==> src/rtl/wb_slave_timer_if.sv <==
// wb_slave_timer_if: Wishbone classic bus signals between the bus controller and the timer slave
interface wb_slave_timer_if;
    logic [31:0] wbs_dat_i;
    logic [31:0] wbs_adr_i;
    logic        wbs_we_i;
    logic [3:0]  wbs_sel_i;
    logic        wbs_cyc_i;
    logic        wbs_stb_i;
    logic [31:0] wbs_dat_o;
    logic        wbs_ack_o;
    modport master (
        output wbs_dat_i, wbs_adr_i, wbs_we_i, wbs_sel_i, wbs_cyc_i, wbs_stb_i,
        input  wbs_dat_o, wbs_ack_o
    );
    modport slave (
        input  wbs_dat_i, wbs_adr_i, wbs_we_i, wbs_sel_i, wbs_cyc_i, wbs_stb_i,
        output wbs_dat_o, wbs_ack_o
    );
endinterface

==> src/rtl/wb_slave_timer.sv <==
// wb_slave_timer: Wishbone classic slave with a compare-match timer, irq and scratch register
module wb_slave_timer #(
    parameter logic [31:0] addr_base   = 32'h00001000,
    parameter int          wait_states = 0
) (
    input  logic               clk,
    input  logic               rst,
    wb_slave_timer_if.slave    bus,
    output logic               irq_o
);
    typedef enum logic [1:0] {IDLE, WAIT, ACK} state_t;
    localparam logic [3:0] wcnt_init = (wait_states > 0) ? 4'(wait_states - 1) : 4'd0;
    state_t      state, state_nx;
    logic [3:0]  wcnt;
    logic [2:0]  off_q;
    logic        we_q;
    logic [31:0] dat_q;
    logic [3:0]  sel_q;
    logic [2:0]  ctrl;
    logic [31:0] count;
    logic [31:0] compare;
    logic [31:0] scratch;
    logic        status;
    logic [31:0] rdata;
    logic [31:0] rd_val;
    logic [2:0]  rd_off;
    logic        hit;
    logic        wr;
    logic        match;
    logic        unused;
    assign unused = ^bus.wbs_adr_i[1:0];
    assign hit    = bus.wbs_cyc_i & bus.wbs_stb_i & (bus.wbs_adr_i[31:5] == addr_base[31:5]);
    assign wr     = (state == ACK) & we_q;
    assign match  = ctrl[0] & (count == compare);
    // With zero wait states the snapshot is taken in the same edge that latches the address
    assign rd_off = (state == IDLE) ? bus.wbs_adr_i[4:2] : off_q;

    function automatic logic [31:0] merge(input logic [31:0] old, input logic [31:0] wd, input logic [3:0] sel);
        for (int i = 0; i < 4; i++)
            merge[8*i +: 8] = sel[i] ? wd[8*i +: 8] : old[8*i +: 8];
    endfunction

    // state register
    always_ff @(posedge clk or posedge rst)
        if (rst) state <= IDLE;
        else     state <= state_nx;

    // next-state: accept on hit, optionally wait, abort if cyc drops while waiting
    always_comb begin
        state_nx = state;
        case (state)
            IDLE:    state_nx = !hit ? IDLE : (wait_states == 0) ? ACK : WAIT;
            WAIT:    state_nx = !bus.wbs_cyc_i ? IDLE : (wcnt == 4'd0) ? ACK : WAIT;
            default: state_nx = IDLE;
        endcase
    end

    // outputs: ack for the single ACK cycle, read data gated to zero otherwise
    always_comb begin
        bus.wbs_ack_o = (state == ACK);
        bus.wbs_dat_o = (state == ACK) ? rdata : 32'd0;
    end

    // request capture and wait-state counter
    always_ff @(posedge clk or posedge rst)
        if (rst) begin
            off_q <= '0;
            we_q  <= 1'b0;
            dat_q <= '0;
            sel_q <= '0;
            wcnt  <= '0;
        end else begin
            if (state == IDLE && hit) begin
                off_q <= bus.wbs_adr_i[4:2];
                we_q  <= bus.wbs_we_i;
                dat_q <= bus.wbs_dat_i;
                sel_q <= bus.wbs_sel_i;
            end
            wcnt <= (state == IDLE) ? wcnt_init : wcnt - 4'd1;
        end

    // register read mux; offsets 5..7 read as zero
    always_comb
        rd_val = (rd_off == 3'd0) ? {29'd0, ctrl} :
                 (rd_off == 3'd1) ? count :
                 (rd_off == 3'd2) ? compare :
                 (rd_off == 3'd3) ? {31'd0, status} :
                 (rd_off == 3'd4) ? scratch : 32'd0;

    // read snapshot taken on the edge entering ACK
    always_ff @(posedge clk or posedge rst)
        if (rst) rdata <= '0;
        else if (state_nx == ACK && state != ACK) rdata <= rd_val;

    // timer and register writes; a bus write to COUNT overrides increment/reload
    always_ff @(posedge clk or posedge rst)
        if (rst) begin
            ctrl    <= '0;
            count   <= '0;
            compare <= 32'hFFFF_FFFF;
            scratch <= '0;
        end else begin
            if (wr && off_q == 3'd1)   count <= merge(count, dat_q, sel_q);
            else if (ctrl[0])          count <= (match && ctrl[1]) ? 32'd0 : count + 32'd1;
            if (wr && off_q == 3'd0 && sel_q[0]) ctrl <= dat_q[2:0];
            if (wr && off_q == 3'd2)   compare <= merge(compare, dat_q, sel_q);
            if (wr && off_q == 3'd4)   scratch <= merge(scratch, dat_q, sel_q);
        end

    // match flag (set beats write-1-to-clear) and registered interrupt
    always_ff @(posedge clk or posedge rst)
        if (rst) begin
            status <= 1'b0;
            irq_o  <= 1'b0;
        end else begin
            if (match) status <= 1'b1;
            else if (wr && off_q == 3'd3 && sel_q[0] && dat_q[0]) status <= 1'b0;
            irq_o <= status & ctrl[2];
        end
endmodule
==> src/flat_wrapper.sv <==
// flat-port wrapper written by rule: the top's interface ports become plain ports
module wb_slave_timer_flat 
#(
    parameter logic [31:0] addr_base   = 32'h00001000,
    parameter int          wait_states = 0
)
  (clk, rst, irq_o, bus_wbs_dat_i, bus_wbs_adr_i, bus_wbs_we_i, bus_wbs_sel_i, bus_wbs_cyc_i, bus_wbs_stb_i, bus_wbs_dat_o, bus_wbs_ack_o);
  wb_slave_timer_if bus_i ();
  input  logic clk;
  input  logic rst;
  output logic irq_o;
  input wire logic [$bits(bus_i.wbs_dat_i)-1:0] bus_wbs_dat_i;
  input wire logic [$bits(bus_i.wbs_adr_i)-1:0] bus_wbs_adr_i;
  input wire logic [$bits(bus_i.wbs_we_i)-1:0] bus_wbs_we_i;
  input wire logic [$bits(bus_i.wbs_sel_i)-1:0] bus_wbs_sel_i;
  input wire logic [$bits(bus_i.wbs_cyc_i)-1:0] bus_wbs_cyc_i;
  input wire logic [$bits(bus_i.wbs_stb_i)-1:0] bus_wbs_stb_i;
  output wire logic [$bits(bus_i.wbs_dat_o)-1:0] bus_wbs_dat_o;
  output wire logic [$bits(bus_i.wbs_ack_o)-1:0] bus_wbs_ack_o;
  assign bus_i.wbs_dat_i = bus_wbs_dat_i;
  assign bus_i.wbs_adr_i = bus_wbs_adr_i;
  assign bus_i.wbs_we_i = bus_wbs_we_i;
  assign bus_i.wbs_sel_i = bus_wbs_sel_i;
  assign bus_i.wbs_cyc_i = bus_wbs_cyc_i;
  assign bus_i.wbs_stb_i = bus_wbs_stb_i;
  assign bus_wbs_dat_o = bus_i.wbs_dat_o;
  assign bus_wbs_ack_o = bus_i.wbs_ack_o;
  wb_slave_timer #(.addr_base(addr_base), .wait_states(wait_states)) u_core (.clk(clk), .rst(rst), .bus(bus_i), .irq_o(irq_o));
endmodule
==> config.mk <==
export PLATFORM = sky130hd
export DESIGN_NAME = wb_slave_timer_flat
export DESIGN_NICKNAME = d
export VERILOG_FILES = /design/src/rtl/wb_slave_timer_if.sv /design/src/rtl/wb_slave_timer.sv /design/src/flat_wrapper.sv
export SDC_FILE = /design/constraint.sdc
export NUM_CORES = 1
export LEC_CHECK = 0
export BUFFER_PORTS_ARGS = -buffer_cell sky130_fd_sc_hd__buf_4
export CAP_MARGIN = 20
export CORE_UTILIZATION = 45
export DETAILED_ROUTE_END_ITERATION = 6
export GPL_TIMING_DRIVEN = 0
export HOLD_SLACK_MARGIN = 0.1
export PLACE_DENSITY_LB_ADDON = 0.08
export SLEW_MARGIN = 15
export SYNTH_ARGS = -nofsm -noshare
export SYNTH_HDL_FRONTEND = slang
export SYNTH_SLANG_ARGS = --single-unit
==> constraint.sdc <==
create_clock -name clk -period 5.1 [get_ports clk]
set_clock_uncertainty 0.05 [all_clocks]
set_input_delay 0 -clock clk [delete_from_list [all_inputs] [get_ports clk]]
set_output_delay 0 -clock clk [all_outputs]
set_load 0.03 [all_outputs]
# Word level (Yosys, flattened, before mapping)
# Index checks and enable logic that the tools add are counted.
[word_totals]
word_cells = 97
ff_bits = 179
input_bits = 73
[op_classes]
n_bitwise = 5
n_reduce_logical = 29
muxes = 21
n_addsub = 2
eq_ne = 18
[op_table]
columns = ["operator", "count"]
rows = [
  ["two-way mux 32 bit", 9],
  ["adder 32 x 1 -> 32 bit (second input constant)", 1],
  ["equality test 32 bit", 1],
  ["two-way mux 8 bit", 4],
  ["equality test 27 x 8 -> 1 bit (second input constant)", 1],
  ["AND reduction 2 bit", 12],
  ["equality test 3 x 2 -> 1 bit (second input constant)", 4],
  ["logical AND 1 bit", 11],
  ["!= test 2 x 1 -> 1 bit (second input constant)", 4],
  ["equality test 3 x 1 -> 1 bit (second input constant)", 2],
  ["equality test 3 bit (second input constant)", 2],
  ["logical NOT 3 bit", 2],
  ["two-way mux 2 bit", 3],
  ["bitwise AND 1 bit", 5],
  ["equality test 2 bit (second input constant)", 2],
  ["logical NOT 4 bit", 1],
  ["two-way mux 4 bit", 1],
  ["case mux 2 bit (2 select lines)", 1],
  ["nonzero test 2 bit", 2],
  ["subtractor 4 x 1 -> 4 bit (second input constant)", 1],
  ["two-way mux 3 bit", 1],
  ["equality test 2 x 1 -> 1 bit (second input constant)", 1],
  ["logical NOT 2 bit", 1],
  ["two-way mux 1 bit", 2],
  ["!= test 2 bit (second input constant)", 1],
]

# Longest topological paths before layout
[depth]
ltp_word = 8
mapped_depth = 9

# Worst setup path after synthesis
# Ideal clock, no wire load.
[synth_path]
path_kind = "register to register"
start = "reg u_core.compare[17]"
end = "reg u_core.count[22]"
t_arrival_ns = 1.744
period_less_slack_ns = 1.923
setup_time_ns = 0.129
slack_ns = 3.177
stages_incl_launch_ff = 8
path_cell_list = "dfstp_2 -> nor2b_1 -> a2111oi_1 -> and2_1 -> nand4_2 -> buf_2 -> a31oi_1 -> o22ai_1"
[synth_between]
elab_chain_len = 6
[synth_lines]
columns = ["item", "line_no", "text"]
rows = [
  ["start, declared", "wb_slave_timer.sv:21", "logic [31:0] compare;"],
  ["start signal, assigned", "wb_slave_timer.sv:106", "if (wr && off_q == 3'd2) compare <= merge(compare, dat_q, sel_q);"],
  ["equality test 32 bit", "wb_slave_timer.sv:34", "assign match = ctrl[0] & (count == compare);"],
  ["bitwise AND 1 bit", "wb_slave_timer.sv:34", ""],
  ["logical AND 1 bit", "wb_slave_timer.sv:104", "else if (ctrl[0]) count <= (match && ctrl[1]) ? 32'd0 : count + 32'd1;"],
  ["two-way mux 32 bit (2 in a row)", "wb_slave_timer.sv:104", ""],
  ["two-way mux 32 bit", "wb_slave_timer.sv:103", "if (wr && off_q == 3'd1) count <= merge(count, dat_q, sel_q);"],
  ["end signal, assigned", "wb_slave_timer.sv:103", ""],
  ["end signal, assigned", "wb_slave_timer.sv:104", ""],
  ["end, declared", "wb_slave_timer.sv:20", "logic [31:0] count;"],
]
# Every way passes these cells. The select of a mux whose other input is x is not followed.
# A chain may end at the register's enable or synchronous reset.

# Final worst setup path
[layout_path]
start = "reg u_core.count[26]"
end = "reg u_core.count[5]"
[layout_between]
elab_chain_len = 6
[layout_lines]
columns = ["item", "line_no"]
rows = [
  ["equality test 32 bit", "wb_slave_timer.sv:34"],
  ["bitwise AND 1 bit", "wb_slave_timer.sv:34"],
  ["logical AND 1 bit", "wb_slave_timer.sv:104"],
  ["two-way mux 32 bit (2 in a row)", "wb_slave_timer.sv:104"],
  ["two-way mux 32 bit", "wb_slave_timer.sv:103"],
]
# Every way passes these cells. The select of a mux whose other input is x is not followed.

==> impl_results.html <==
<table>
<tr><th>Metric</th><th>Value</th></tr>
<tr><th colspan="2">Pwr</th></tr>
<tr><td>Share of total power consumed by net switching</td><td>21.9%</td></tr>
<tr><td>Register share of total power</td><td>49.5%</td></tr>
<tr><td>Maximum resistive drop on vdd</td><td>0.000184 V</td></tr>
<tr><td>Power Internal</td><td>2.24 mW</td></tr>
<tr><td>Power per Cell Area</td><td>254 nW/um^2</td></tr>
<tr><td>Combinational group share of total power</td><td>4.7%</td></tr>
<tr><td>Part of the power in the clock network</td><td>45.8%</td></tr>
<tr><td>Leakage power total</td><td>a little over 5 nW</td></tr>
<tr><td>Overall power</td><td>2.87 mW</td></tr>
<tr><td>Net switching power of the design</td><td>about 0.63 mW</td></tr>
<tr><th colspan="2">Route</th></tr>
<tr><td>Remaining number of nets flagged by the antenna check after routing</td><td>0</td></tr>
<tr><td>Via density</td><td>5.62</td></tr>
<tr><td>Number of violations reported at the end of detailed-routing iteration 0</td><td>578</td></tr>
<tr><td>Routed wirelength normalized by instance count</td><td>approximately 20 um</td></tr>
<tr><td>Via count of the routed design</td><td>around 7,200</td></tr>
<tr><td>Count of unresolved DRC violations after routing</td><td>0</td></tr>
<tr><td>Drt pass-1 iters</td><td>5</td></tr>
<tr><td>Routed wire length</td><td>~25 mm</td></tr>
<tr><th colspan="2">Final layout</th></tr>
<tr><td>Number of nets in the layout</td><td>1,076</td></tr>
<tr><td>Register cell area after layout</td><td>4520 um^2</td></tr>
<tr><td>Number of filler cells placed in the layout</td><td>roughly 1,800</td></tr>
<tr><td>Number of standard cells in the final layout excluding fillers</td><td>1,278</td></tr>
<tr><td>Area of combinational cells with multiple inputs</td><td>4310 um^2</td></tr>
<tr><td>Count of antenna diodes in the layout</td><td>0</td></tr>
<tr><td>Layout cell share with drive strength beyond 1</td><td>34.3%</td></tr>
<tr><td>Growth of design area from synthesis to finish</td><td>23.5%</td></tr>
<tr><td>Final core occ</td><td>around 57%</td></tr>
<tr><th colspan="2">Placed design</th></tr>
<tr><td>Number of input and output port buffers inserted</td><td>104</td></tr>
<tr><td>RePlAce Congestion</td><td>0.890</td></tr>
<tr><td>Post-placement cell count</td><td>between 1,000 and 1,500</td></tr>
<tr><td>Placement-stage worst setup slack</td><td>~2400 ps</td></tr>
<tr><td>Hpwl dp</td><td>17.8 mm</td></tr>
<tr><th colspan="2">CTS</th></tr>
<tr><td>TritonCTS clock tree</td><td>done</td></tr>
<tr><td>Worst-skew pair later-pin latency</td><td>430 ps</td></tr>
<tr><td>Max H-tree Level</td><td>4</td></tr>
<tr><td>Clock tree buffer depth</td><td>2</td></tr>
<tr><td>CTS Buf Count</td><td>17</td></tr>
<tr><td>Root buffer cell</td><td>clkbuf_16</td></tr>
<tr><td>Number of post-CTS setup repair buffers</td><td>0</td></tr>
<tr><td>Clock sink total</td><td>179</td></tr>
<tr><td>Clock transition at the registers of the reported paths</td><td>70 ps</td></tr>
<tr><th colspan="2">STA</th></tr>
<tr><td>Fin Hold WS</td><td>between 150 and 200 ps</td></tr>
<tr><td>Setup WS post-layout</td><td>2330 ps</td></tr>
<tr><td>Unrepaired setup endpoints after global routing</td><td>false</td></tr>
<tr><td>Transition at the pin with the smallest max-transition slack</td><td>749 ps</td></tr>
<tr><td>Setup violations, final</td><td>0</td></tr>
<tr><td>Max transition margin</td><td>49.9%</td></tr>
<tr><td>Max-slew violation count</td><td>0</td></tr>
<tr><td>Max Fclk</td><td>roughly 360 MHz</td></tr>
<tr><td>Final hold vios</td><td>0</td></tr>
<tr><td>Period utilisation layout</td><td>a little over half</td></tr>
<tr><td>Final worst path period need</td><td>~2800 ps</td></tr>
<tr><th colspan="2">Run status</th></tr>
<tr><td>Status</td><td>completed</td></tr>
<tr><th colspan="2">Global routing</th></tr>
<tr><td>Vias in the first global route</td><td>6,979</td></tr>
<tr><td>Initial antenna violation count</td><td>0</td></tr>
<tr><td>Maximum number of pins on one net before global-route repair</td><td>102</td></tr>
<tr><td>Wire length of the first global-routing pass</td><td>39.5 mm</td></tr>
<tr><td>Tot GR Track Use</td><td>25.5%</td></tr>
<tr><td>Total grt overflow</td><td>0</td></tr>
<tr><th colspan="2">Synthesis</th></tr>
<tr><td>Most used DFF post-synth</td><td>dfrtp_1</td></tr>
<tr><td>Leading post-synthesis cells by instance count</td><td>dfrtp_1, mux2_2, nor2_1</td></tr>
<tr><td>Warnings, synthesis</td><td>0</td></tr>
<tr><td>Async set-or-reset flop fraction in the synthesized netlist</td><td>100%</td></tr>
<tr><td>Register bit count reported by yosys</td><td>179</td></tr>
<tr><td>EDFF count, synth</td><td>0</td></tr>
<tr><td>Most area-consuming cells after synthesis</td><td>dfrtp_1, mux2_2, dfstp_2, a22oi_1, xnor2_1</td></tr>
<tr><td>Yosys cell types</td><td>69</td></tr>
<tr><td>Most numerous cell in the Yosys netlist</td><td>dfrtp_1</td></tr>
<tr><td>Cell area after synthesis</td><td>9170 um^2</td></tr>
<tr><td>Post-synthesis cell type with the largest combined area</td><td>dfrtp_1</td></tr>
<tr><td>Share of the yosys chip area belonging to registers</td><td>49.3%</td></tr>
<tr><td>Top-area cell type share of the netlist area</td><td>roughly two fifths</td></tr>
<tr><td>Synthesized instance count</td><td>835</td></tr>
<tr><td>Mapped Avg Cell Area</td><td>about 11 um^2</td></tr>
<tr><td>Number of nets in the synthesized netlist</td><td>~900</td></tr>
<tr><th colspan="2">Die</th></tr>
<tr><td>Starting density of the core</td><td>46.5%</td></tr>
<tr><td>Placement Rows</td><td>51</td></tr>
<tr><td>Area inside the core boundary</td><td>roughly 20,000 um^2</td></tr>
<tr><td>Vertical die dimension</td><td>145 um</td></tr>
<tr><td>Die Wd</td><td>145 um</td></tr>
<tr><td>Die Footprint</td><td>20,900 um^2</td></tr>
<tr><td>Number of top-level pins</td><td>107</td></tr>
<tr><th colspan="2">Setup path</th></tr>
<tr><td>Data arrival, critical path</td><td>3020 ps</td></tr>
<tr><td>Type of destination of the critical path</td><td>flip-flop</td></tr>
<tr><td>Worst setup SP type</td><td>flip-flop</td></tr>
<tr><td>Worst Path Max Fanout</td><td>10</td></tr>
<tr><td>Required time reported for the critical path endpoint</td><td>between 5000 and 6000 ps</td></tr>
<tr><td>Number of cell instances on the worst register-to-register path</td><td>8</td></tr>
<tr><td>Category of the critical setup timing path</td><td>reg -&gt; reg</td></tr>
<tr><th colspan="2">Min path</th></tr>
<tr><td>Worst hold path type</td><td>in -&gt; async</td></tr>
<tr><th colspan="2">Run</th></tr>
<tr><td>Max-cap viol count</td><td>0</td></tr>
</table>
metrics by stage:
stage	setup TNS [ps]	area, um^2
global route	0	11300
CTS	0	11300
finish	0	11300
global placement	-302500	10300
floorplan	0	9170
detailed placement	0	10300
state kept, by name, indices dropped and copies added, names as in the netlist, 4 cells and up:
register,flops
u_core.dat_q,32
u_core.wcnt,4
u_core.compare,32
u_core.sel_q,4
u_core.rdata,32
u_core.scratch,32
u_core.count,32
worst max-delay path: stages, from the launching register on:
cell	delay, ps
dfrtp_1	360
clkbuf_1	190
xnor2_1	450
nand4_1	230
nor4_2	330
nand4_2	260
nand2_2	260
buf_2	340
o21ai_0	150
cell usage in the layout, fill, tap and decap left out, types with 29 or more instances in the layout:
cell type      instances
a2bb2oi_1             29
buf_4                107
mux2_2               109
xnor2_1               31
dfstp_2               32
dlygate4sd3_1         42
a22oi_1               43
buf_2                 32
and2_1                36
dfrtp_1              147
nand2_1               33
a21oi_1               45
nor2_1                60
final timing paths:
path | startpoint | endpoint | slack [ps]
hold / removal | rst | u_core.rdata[28] | 180
setup / recovery | u_core.count[26] | u_core.count[5] | 2330
hold reg to reg | u_core.wcnt[0] | u_core.wcnt[0] | 410
setup reg to reg | u_core.count[26] | u_core.count[5] | 2330
max in group asynchronous | rst | u_core.compare[6] | 3930
min in group clk | bus_wbs_dat_i[22] | u_core.dat_q[22] | 280
power by group through the flow:
stage	sequential [mW]	clock, mW	combinational (mW)
4_1_cts	1.42	1.34	0.138
5_1_grt	1.42	1.40	0.149
3_3_place_gp	1.45	0	0.108
2_1_floorplan	1.45	0	0.0475
6_report	1.42	1.31	0.136
3_5_place_dp	1.45	0	0.113
cell families (layout without fill, tap and decap cells):
logic type                 after synthesis  after routing  share of synthesized area, %
AOI/OAI and AO/OA                      173            173                          13.1
xor gates and xnor gates                32             32                          3.06
adders and majority gates                2              2                         0.273
buffers and inverters                   66            244                          3.62
DFF                                    179            179                          49.3
muxes                                  120            120                          14.6
and+or+nand+nor                        263            263                          16.0
layout make-up:
class                           count  area share (%)
Clock buffer                       20            4.04
Inverter                           11           0.431
Clock inverter                     11            1.12
Multi-Input combinational cell    590            38.1
Tap cell                          265            2.93
Sequential cell                   179            39.9
Timing Repair Buffer              147            10.9
Buffer                             55            2.57
metal layers:
metal  vias to the layer above  track usage [%]  share of wire (%)
li1                       3395                -                  -
met4                         0             7.31                1.5
met3                        26             3.55                3.7
met2                       168             41.3                 48
met5                         -                0                  0
met1                      3589             35.7                 47
repair_timing:
action	4_1_cts	5_1_grt
hold endpoints to repair	140	0
resized for setup	0	0
hold buffers	42	0
Power figures use the tool's default switching activity.
